[src/rtl/light_sequencer_pkg.sv]
// Shared state codes and widths for the light-show delay states and the
// sequencer that paces the LED patterns.
package light_sequencer_pkg;

   localparam logic [1:0] ST_DELAY2   = 2'b00;
   localparam logic [1:0] ST_DELAY_P1 = 2'b01;
   localparam logic [1:0] ST_DELAY1   = 2'b10;

   localparam int DIV_W   = 27;
   localparam int COUNT_W = 6;
   localparam int REP_W   = 4;
   localparam int LED_W   = 10;

   typedef logic [DIV_W-1:0] period_t;

   // Code 11 is unused by the state machine and shares the delay1 period.
   function automatic period_t select_period(input logic [1:0] code,
                                             input period_t d2,
                                             input period_t dp1,
                                             input period_t d1);
      case (code)
         ST_DELAY2:   return d2;
         ST_DELAY_P1: return dp1;
         default:     return d1;
      endcase
   endfunction

endpackage

[src/rtl/light_sequencer_tick_gen.sv]
// Clock divider producing a one-cycle tick every 'period' enabled cycles.
module tick_gen
   import light_sequencer_pkg::*;
(
   input  logic    clk,
   input  logic    reset,
   input  logic    clear,
   input  logic    run,
   input  period_t period,
   output logic    tick
);

   period_t div_reg;
   logic    at_end;

   assign at_end = (div_reg == (period - DIV_W'(1)));
   // A clear cycle restarts the period, so its tick is swallowed.
   assign tick   = run && !clear && at_end;

   always_ff @(posedge clk or negedge reset) begin
      if (!reset) begin
         div_reg <= '0;
      end else if (clear) begin
         div_reg <= '0;
      end else if (run) begin
         div_reg <= at_end ? '0 : div_reg + DIV_W'(1);
      end
   end

endmodule

[src/rtl/light_sequencer.sv]
// Steps an LED pattern at a rate chosen by the light-show delay state and
// counts down delayPoint1 repetitions.
module light_sequencer
   import light_sequencer_pkg::*;
#(
   parameter int DIV_D2  = 100_000_000,
   parameter int DIV_DP1 = 5_000_000,
   parameter int DIV_D1  = 50_000_000,
   parameter int STEPS   = 10,
   parameter int REPS    = 3
)
(
   input  logic               clk,
   input  logic               reset,
   input  logic [1:0]         state,
   input  logic               enable,
   output logic [COUNT_W-1:0] count,
   output logic [REP_W-1:0]   repCount,
   output logic [LED_W-1:0]   ledPattern,
   output logic               tick
);

   localparam logic [COUNT_W-1:0] LAST_STEP = COUNT_W'(STEPS - 1);
   localparam logic [REP_W-1:0]   REP_LOAD  = REP_W'(REPS);

   logic [1:0]         prev_state_reg;
   logic               state_change;
   period_t            period;
   logic [COUNT_W-1:0] count_reg;
   logic [REP_W-1:0]   rep_reg;
   logic [LED_W-1:0]   led_reg;
   logic [LED_W-1:0]   one_hot;
   logic [LED_W-1:0]   bar;
   logic [LED_W-1:0]   pattern_next;

   assign state_change = (state != prev_state_reg);
   assign period = select_period(state, period_t'(DIV_D2), period_t'(DIV_DP1),
                                 period_t'(DIV_D1));

   tick_gen u_tick_gen (
      .clk    (clk),
      .reset  (reset),
      .clear  (state_change),
      .run    (enable),
      .period (period),
      .tick   (tick)
   );

   // A state change outranks a coincident tick: restart the show cleanly.
   always_ff @(posedge clk or negedge reset) begin
      if (!reset) begin
         prev_state_reg <= ST_DELAY2;
         count_reg      <= '0;
         rep_reg        <= REP_LOAD;
      end else begin
         prev_state_reg <= state;
         if (state_change) begin
            count_reg <= '0;
            rep_reg   <= REP_LOAD;
         end else if (tick) begin
            count_reg <= (count_reg == LAST_STEP) ? '0 : count_reg + COUNT_W'(1);
            if (state == ST_DELAY_P1 && count_reg == LAST_STEP && rep_reg != '0) begin
               rep_reg <= rep_reg - REP_W'(1);
            end
         end
      end
   end

   // Per-LED decode; counts past the last LED naturally clear one-hot and fill the bar.
   generate
      for (genvar gi = 0; gi < LED_W; gi++) begin : g_led
         assign one_hot[gi] = (count_reg == COUNT_W'(gi));
         assign bar[gi]     = (count_reg >= COUNT_W'(gi));
      end
   endgenerate

   always_comb begin
      pattern_next = '0;
      case (state)
         ST_DELAY2:   pattern_next = one_hot;
         ST_DELAY_P1: pattern_next = bar;
         default:     pattern_next = {LED_W{~count_reg[0]}};
      endcase
   end

   always_ff @(posedge clk or negedge reset) begin
      if (!reset) begin
         led_reg <= '0;
      end else begin
         led_reg <= enable ? pattern_next : '0;
      end
   end

   assign count      = count_reg;
   assign repCount   = rep_reg;
   assign ledPattern = led_reg;

endmodule

[config.mk]
export PLATFORM = sky130hd
export DESIGN_NAME = light_sequencer
export DESIGN_NICKNAME = d
export VERILOG_FILES = /design/src/rtl/light_sequencer_pkg.sv /design/src/rtl/light_sequencer_tick_gen.sv /design/src/rtl/light_sequencer.sv
export SDC_FILE = /design/constraint.sdc
export NUM_CORES = 1
export LEC_CHECK = 0
export BUFFER_PORTS_ARGS = -buffer_cell sky130_fd_sc_hd__buf_2
export CORE_UTILIZATION = 45
export DETAILED_ROUTE_END_ITERATION = 6
export GPL_TIMING_DRIVEN = 0
export HOLD_SLACK_MARGIN = 0.02
export PLACE_DENSITY = 0.63
export SETUP_SLACK_MARGIN = 0.2
export SYNTH_ARGS = -nofsm -noshare
export SYNTH_HDL_FRONTEND = slang
export SYNTH_HIERARCHICAL = 1
export SYNTH_SLANG_ARGS = --single-unit
export TNS_END_PERCENT = 10
[constraint.sdc]
create_clock -name clk -period 5.5 [get_ports clk]
set_input_delay 0.55 -clock clk [delete_from_list [all_inputs] [get_ports clk]]
set_output_delay 0.55 -clock clk [all_outputs]
set_load 0.03 [all_outputs]
==> flow_metrics.env, run 1 <==
export IMPL_max_slew_margin=0.2651
export IMPL_grt_pass1_wl_mm=15.69
export IMPL_yosys_area_top_type="dfrtp_1"
export IMPL_fin_nets=501
export IMPL_dr_total_vias=3319
export IMPL_dieArea_um2=8986
export IMPL_cp_data_arrival_time_ns=5.06
export IMPL_yosys_cell_types_count=72
export IMPL_synth_ff_type="dfrtp_1"
export IMPL_worst_setup_path_type="input port to register"
export IMPL_htreeDepth=2
export IMPL_largest_reg_flops=27
export IMPL_initial_core_util=0.4692
export IMPL_hpwl_mm=6.940
export IMPL_p_clk_frac=0.365
export IMPL_drv_cap=0
export IMPL_p_int_w=0.0005523
export IMPL_cts_buffers_inserted=5
export IMPL_power_leakage_nw=1.706
export IMPL_diodes=0
export IMPL_min_period_over_period=0.8766
export IMPL_hold_slack_ns=0.3620
export IMPL_fillers=782
export IMPL_clk_pin_slew_ns=0.10
export IMPL_viasPerCell=5.588
export IMPL_p_sw_frac=0.2813
export IMPL_grt_overflow_total=0
export IMPL_wirelength_mm=9.357
export IMPL_final_cell_mix="dfrtp_1 (47), conb_1 (36), xnor2_1 (33)"
export IMPL_holdCritPathClass="input port to register"
export IMPL_multi_input_area_um2=2599
export IMPL_final_max_slew_viol_count=0
export IMPL_drc=0
export IMPL_clock_path_buffers=2
export IMPL_startpoint_type="input port"
export IMPL_stdcell_area_um2=4414
export IMPL_syn2layout_area_growth_pct=13.92
export IMPL_clockRootBuffer="clkbuf_8"
export IMPL_avgSynthCellArea_um2=9.248
export IMPL_grt_pass1_vias=3131
export IMPL_p_seq_frac=0.483
export IMPL_drt_iter0_markers=196
export IMPL_synthTopCellsByArea="dfrtp_1 (30%), xnor2_1 (7.5%), xor2_1 (6.6%), a211oi_2 (6.5%), nor2_1 (3.0%)"
export IMPL_clk_latency_ns=0.31
export IMPL_portBuffers=25
export IMPL_track_usage=0.2233
export IMPL_wl_per_cell_um=15.75
export IMPL_syn_inst=419
export IMPL_synth_async_sr_flop_share=1.000
export IMPL_finalCriticalPeriod_ns=4.821
export IMPL_ant_nets=0
export IMPL_antenna_found_initial=0
export IMPL_die_h_um=94.80
export IMPL_layout_commonest_cell="dfrtp_1"
export IMPL_worstMarginPinSlew_ns=1.102
export IMPL_rsz0062_at_grt="no"
export IMPL_clkSinkCount=49
export IMPL_vdd_drop_max_mv=0.1268
export IMPL_ys_ff_latch=49
export IMPL_grt_max_degree=50
export IMPL_drive_gt1_frac=0.1779
export IMPL_yosys_area_top_type_share=0.3035
export IMPL_regArea_um2=1229
export IMPL_hold_viol=0
export IMPL_tns_ns=0
export IMPL_status="finished clean"
export IMPL_utilization=0.5345
export IMPL_placed_area_um2=4259
export IMPL_seq_area_frac_synth=0.3171
export IMPL_synth_warnings=6
export IMPL_fp_row_count=33
export IMPL_netlist_area_um2=3875
export IMPL_holdBufCountCts=0
export IMPL_crit_fanout=13
export IMPL_place_gp_congestion=0.9173
export IMPL_dr_pass1_iters=4
export IMPL_num_io_pins=26
export IMPL_core_area_um2=8258
export IMPL_synth_edf_count=0
export IMPL_pwr_share_comb=0.152
export IMPL_critPathCaptureType="register"
export IMPL_fmax_mhz=207.4
export IMPL_die_width_um=94.80
export IMPL_cts_tree="built"
export IMPL_finClkSkew_ns=0.01644
export IMPL_final_setup_viol_count=0
export IMPL_power_density_nw_per_um2=174.1
export IMPL_required_ns=5.74
export IMPL_p_switching_w=0.0002161
==> layout make-up <==
cell class / instances / share of cell area
inverters: 18 / 0.01616
clock buffers: 6 / 0.01871
repair buffers: 27 / 0.03175
multi-input cells: 365 / 0.5887
plain buffers: 21 / 0.02608
clock inverters: 2 / 0.009354
repair inverters: 1 / 0.001134
flip-flops and latches: 49 / 0.2783
well taps: 105 / 0.02976
==> worst max-delay path, stage by stage <==
cell	delay, ns
buf_2	0.10
clkbuf_1	0.44
inv_1	0.41
xnor2_1	0.45
and3_1	0.25
or4b_1	0.49
a32oi_2	0.23
nand4_1	0.13
a2111oi_0	0.46
and3b_1	0.26
clkbuf_1	0.32
nand3b_1	0.19
nand4bb_1	0.29
or3_1	0.35
a21oi_1	0.15
==> metal layers <==
layer	global-route usage	vias to the layer above	routed length, um
li1	-	1637	-
met1	0.3420	1606	4664
met2	0.3231	62	4213
met3	0.03140	14	354
met4	0.06187	0	126
met5	0	-	0
==> metrics by stage <==
stage | setup WS [ns] | std cells | total power, W
2_1_floorplan | 0.4400 | 453 | 0.0004588
3_3_place_gp | -0.6843 | 583 | 0.0004883
3_5_place_dp | -0.7512 | 583 | 0.0004895
4_1_cts | 0.3611 | 591 | 0.0007735
5_1_grt | 0.3537 | 594 | 0.0008042
6_report | 0.6790 | 594 | 0.0007684
==> worst paths after layout <==
path	start	end	slack [ns]	cells past startpoint
setup / recovery	state[1]	repCount[2]$_DFFE_PN0P_	0.68	15
hold reg to reg	repCount[3]$_DFFE_PN0P_	repCount[3]$_DFFE_PN0P_	0.59	2
max in group asynchronous	reset	u_tick_gen/div_reg[9]$_DFFE_PN0P_	4.36	1
setup reg to reg	u_tick_gen/div_reg[18]$_DFFE_PN0P_	repCount[2]$_DFFE_PN0P_	1.51	12
hold / removal	state[0]	prev_state_reg[0]$_DFF_PN0_	0.36	1
min in group asynchronous	reset	count[2]$_DFFE_PN0P_	0.43	1
==> power groups by stage <==
stage	Sequential [W]	Clock (W)	Combinational (W)
2_1_floorplan	0.000385	0	0.0000738
3_5_place_dp	0.000378	0	0.000111
5_1_grt	0.000372	0.000303	0.000130
4_1_cts	0.000371	0.000290	0.000113
3_3_place_gp	0.000378	0	0.000111
6_report	0.000371	0.000281	0.000116
==> synthesized netlist by cell type (all sizes together) (14+ instances only) <==
cell and instances:
xnor2 33, nand4 18, nor3 20, inv 18, xor2 29, a21oi 16, clkbuf 14, dfrtp 47
nor2 31, nand3 14, a211oi 28, nand2 26
==> logic make-up after synthesis <==
group	synth area share
simple gates	0.2664
compound gates	0.1912
xor+xnor	0.1401
flops	0.3171
buf+inv	0.04714
fa+ha+maj	0.02583
mux	0.01033
other cells	0.001938
==> repair_timing <==
item | CTS | global route
buffers inserted | 0 | 2
gates resized for setup | 2 | 1
endpoints found under the setup margin | 9 | 4
cloned | 0 | 1
Power figures use the tool's default switching activity.
==> run 2, diff against run 1 <==
--- a/config.mk
+++ b/config.mk
@@ -5,12 +5,13 @@
 export SDC_FILE = /design/constraint.sdc
 export NUM_CORES = 1
 export LEC_CHECK = 0
+export ABC_AREA = 1
 export BUFFER_PORTS_ARGS = -buffer_cell sky130_fd_sc_hd__buf_2
-export CORE_UTILIZATION = 45
+export CORE_UTILIZATION = 60
 export DETAILED_ROUTE_END_ITERATION = 6
 export GPL_TIMING_DRIVEN = 0
 export HOLD_SLACK_MARGIN = 0.02
-export PLACE_DENSITY = 0.63
+export PLACE_DENSITY = 0.8
 export SETUP_SLACK_MARGIN = 0.2
 export SYNTH_ARGS = -nofsm -noshare
 export SYNTH_HDL_FRONTEND = slang
==> run 2 against run 1 <==
Synthesized cell count up 82%; non-clock buffer count fell by 5; hold slack better by 0.020 ns; first-iteration DRC count rose by 70%; routed wire length grew 27%; core utilization grew 15 points; maximum frequency increased by 0.31%; via count increased by 42%; sequential share of layout area shrank 3.5 points; critical path depth increased by 4; critical endpoint is now tick.
==> flow_metrics.env, run 2 <==
export IMPL_status="finished clean"
export IMPL_ant_nets=0
export IMPL_cts_tree="built"
export IMPL_grt_pass1_wl_mm=18.93
export IMPL_yosys_area_top_type="dfrtp_1"
export IMPL_worstMarginPinSlew_ns=1.086
export IMPL_critPathCaptureType="output pin"
export IMPL_stdcell_area_um2=5042
export IMPL_yosysMostFrequentCell="nand2_1"
export IMPL_crit_end="tick"
export IMPL_reg2reg_slack_ns=2.37
export IMPL_synth_edf_count=0
export IMPL_vdd_drop_max_mv=0.1441
export IMPL_wirelength_mm=11.88
export IMPL_fin_nets=838
export IMPL_layout_commonest_cell="nand2_1"
export IMPL_power_leakage_nw=2.866
export IMPL_dieArea_um2=8016
export IMPL_worst_setup_path_type="input port to output pin"
export IMPL_grt_overflow_total=0
export IMPL_viasPerCell=5.102
export IMPL_holdCritPathClass="input port to register"
export IMPL_htreeDepth=2
export IMPL_grt_pass1_vias=4088
export IMPL_clk_pin_slew_ns=0.08
export IMPL_clockRootBuffer="clkbuf_8"
export IMPL_seq_area_frac_synth=0.2673
export IMPL_cp_startpoint="state[1]"
export IMPL_r2r_end="repCount[2]$_DFFE_PN0P_"
export IMPL_yosys_cell_types_count=34
export IMPL_die_width_um=89.53
export IMPL_largest_reg_flops=27
export IMPL_diodes=0
export IMPL_max_slew_margin=0.2759
export IMPL_crit_family="simple AND/OR/NAND/NOR gates"
export IMPL_wl_per_cell_um=12.85
export IMPL_yosys_area_top_type_share=0.2559
export IMPL_startpoint_type="input port"
export IMPL_critPathSlowestCell="nand2_1"
export IMPL_cts_resized=0
export IMPL_cp_data_arrival_time_ns=4.26
export IMPL_dr_pass1_iters=5
export IMPL_clkSinkCount=49
export IMPL_clk_latency_ns=0.30
export IMPL_portBuffers=25
export IMPL_drive_gt1_frac=0.09201
export IMPL_track_usage=0.3125
export IMPL_synth_ff_type="dfrtp_1"
export IMPL_drc=0
export IMPL_dr_total_vias=4719
export IMPL_rsz0062_at_grt="no"
export IMPL_required_ns=4.95
export IMPL_num_io_pins=26
export IMPL_power_density_nw_per_um2=147.5
export IMPL_r2r_start="prev_state_reg[1]$_DFF_PN0_"
export IMPL_finalPower_w=0.0007438
export IMPL_avgSynthCellArea_um2=6.033
export IMPL_core_area_um2=7331
export IMPL_final_cell_mix="nand2_1 (281), inv_1 (101), nor2_1 (91)"
export IMPL_synth_warnings=6
export IMPL_syn_inst=762
export IMPL_fp_row_count=31
export IMPL_finalCriticalPeriod_ns=4.806
export IMPL_drv_cap=0
export IMPL_die_h_um=89.53
export IMPL_min_period_over_period=0.8738
export IMPL_final_setup_viol_count=0
export IMPL_synthTopCellsByArea="dfrtp_1 (26%), nand2_1 (23%), inv_1 (8.2%), nand3_1 (7.5%), nor2_1 (7.4%)"
export IMPL_path_cells="buf_2 -> inv_2 -> nand2_1 -> inv_1 -> nor2_1 -> nand2_1 -> nor2_4 -> nand2_1 -> nand2_1 -> nand2_1 -> nor2_1 -> nand2_1 -> inv_1 -> nand2_1 -> nor2_1 -> nand3_4 -> buf_6 -> nor2_1 -> buf_2"
export IMPL_placed_area_um2=4962
export IMPL_holdBufCountCts=0
export IMPL_post_cts_setup_buffers=0
export IMPL_worst_path_stages=19
export IMPL_crit_buf_inv=6
export IMPL_netlist_area_um2=4597
export IMPL_clock_path_buffers=2
export IMPL_place_gp_congestion=0.9679
export IMPL_r2r_cells=14
export IMPL_synth_common_cells="nand2_1 (281), inv_1 (101), nor2_1 (91)"
export IMPL_ys_ff_latch=49
export IMPL_cts_buffers_inserted=5
export IMPL_hold_viol=0
export IMPL_synth_async_sr_flop_share=1.000
export IMPL_antenna_found_initial=0
export IMPL_worst_path_largest_cell_delay_ns=0.55
export IMPL_grt_max_degree=50
export IMPL_drt_iter0_markers=333
export IMPL_tns_ns=0
export IMPL_final_max_slew_viol_count=0
export IMPL_whs_path_depth=1
export IMPL_syn2layout_area_growth_pct=9.690
export IMPL_fmax_mhz=208.1
export IMPL_initial_core_util=0.6271
export IMPL_hpwl_mm=9.446
export IMPL_crit_fanout=17
export IMPL_finClkSkew_ns=0.007726
export IMPL_cpMostUsedCell="nand2_1"
==> run 2: cell types whose count changed after synthesis, sizes merged, moves of 7 or more <==
cell,previous run,this run
nand2,26,289
nand3,14,77
and3,7,0
inv,18,104
nor2,31,105
a211oi,28,0
xnor2,33,14
==> run 2: cells by family (layout without fill, tap and decap cells) <==
kind of cell,after synthesis,in the layout,synth area share
AOI/OAI and AO/OA,28,28,0.03212
xor gates and xnor gates,44,44,0.08383
adders and majority gates,8,8,0.02178
buffers and inverters,123,156,0.1078
DFF,49,49,0.2673
other,2,33,0.001634
and+or+nand+nor,508,508,0.4856
==> run 2: cell type report <==
class | count | area, um^2
timing repair buffer | 25 | 125.1
multi-input combinational | 621 | 2989
tap | 99 | 123.9
clock buffer | 8 | 80.08
fill | 683 | 2288
sequential | 49 | 1229
inverter | 105 | 394.1
buffer | 18 | 101.3
==> run 2: how the worst min path moves through the flow <==
stage / start / endpoint / slack, ns
after CTS: state[0] / prev_state_reg[0]$_DFF_PN0_ / 0.37
after global routing: state[0] / prev_state_reg[0]$_DFF_PN0_ / 0.37
final: state[0] / prev_state_reg[0]$_DFF_PN0_ / 0.38
after global placement: repCount[0]$_DFFE_PN1P_ / repCount[0]$_DFFE_PN1P_ / 0.46
after detailed placement: repCount[0]$_DFFE_PN1P_ / repCount[0]$_DFFE_PN1P_ / 0.47
after floorplan: reset / count[0]$_DFFE_PN0P_ / 0.25
==> run 2: per-layer routing <==
metal	GRT usage	up-vias	share of wire
met1	0.4387	2135	0.47
met4	0.08947	0	0.014
li1	-	2449	-
met2	0.5094	116	0.46
met3	0.03601	19	0.053
met5	0	-	0
==> run 2: power breakdown <==
group	total (W)	switching [W]	internal [W]
sequential	0.000378	0.00000673	0.000372
combinational	0.000160	0.000115	0.0000445
clock	0.000205	0.000115	0.0000907
==> run 2: per-stage QoR <==
step                instances  hold slack, ns  worst slack, ns  utilization
floorplan                 793          0.2544            1.536            -
detailed placement        917          0.4665           0.7677       0.6769
CTS                       925          0.3710           0.7772       0.6878
finish                    925          0.3822           0.6940       0.6878
global route              925          0.3716           0.3874       0.6878
global placement          917          0.4601           0.8054       0.6769
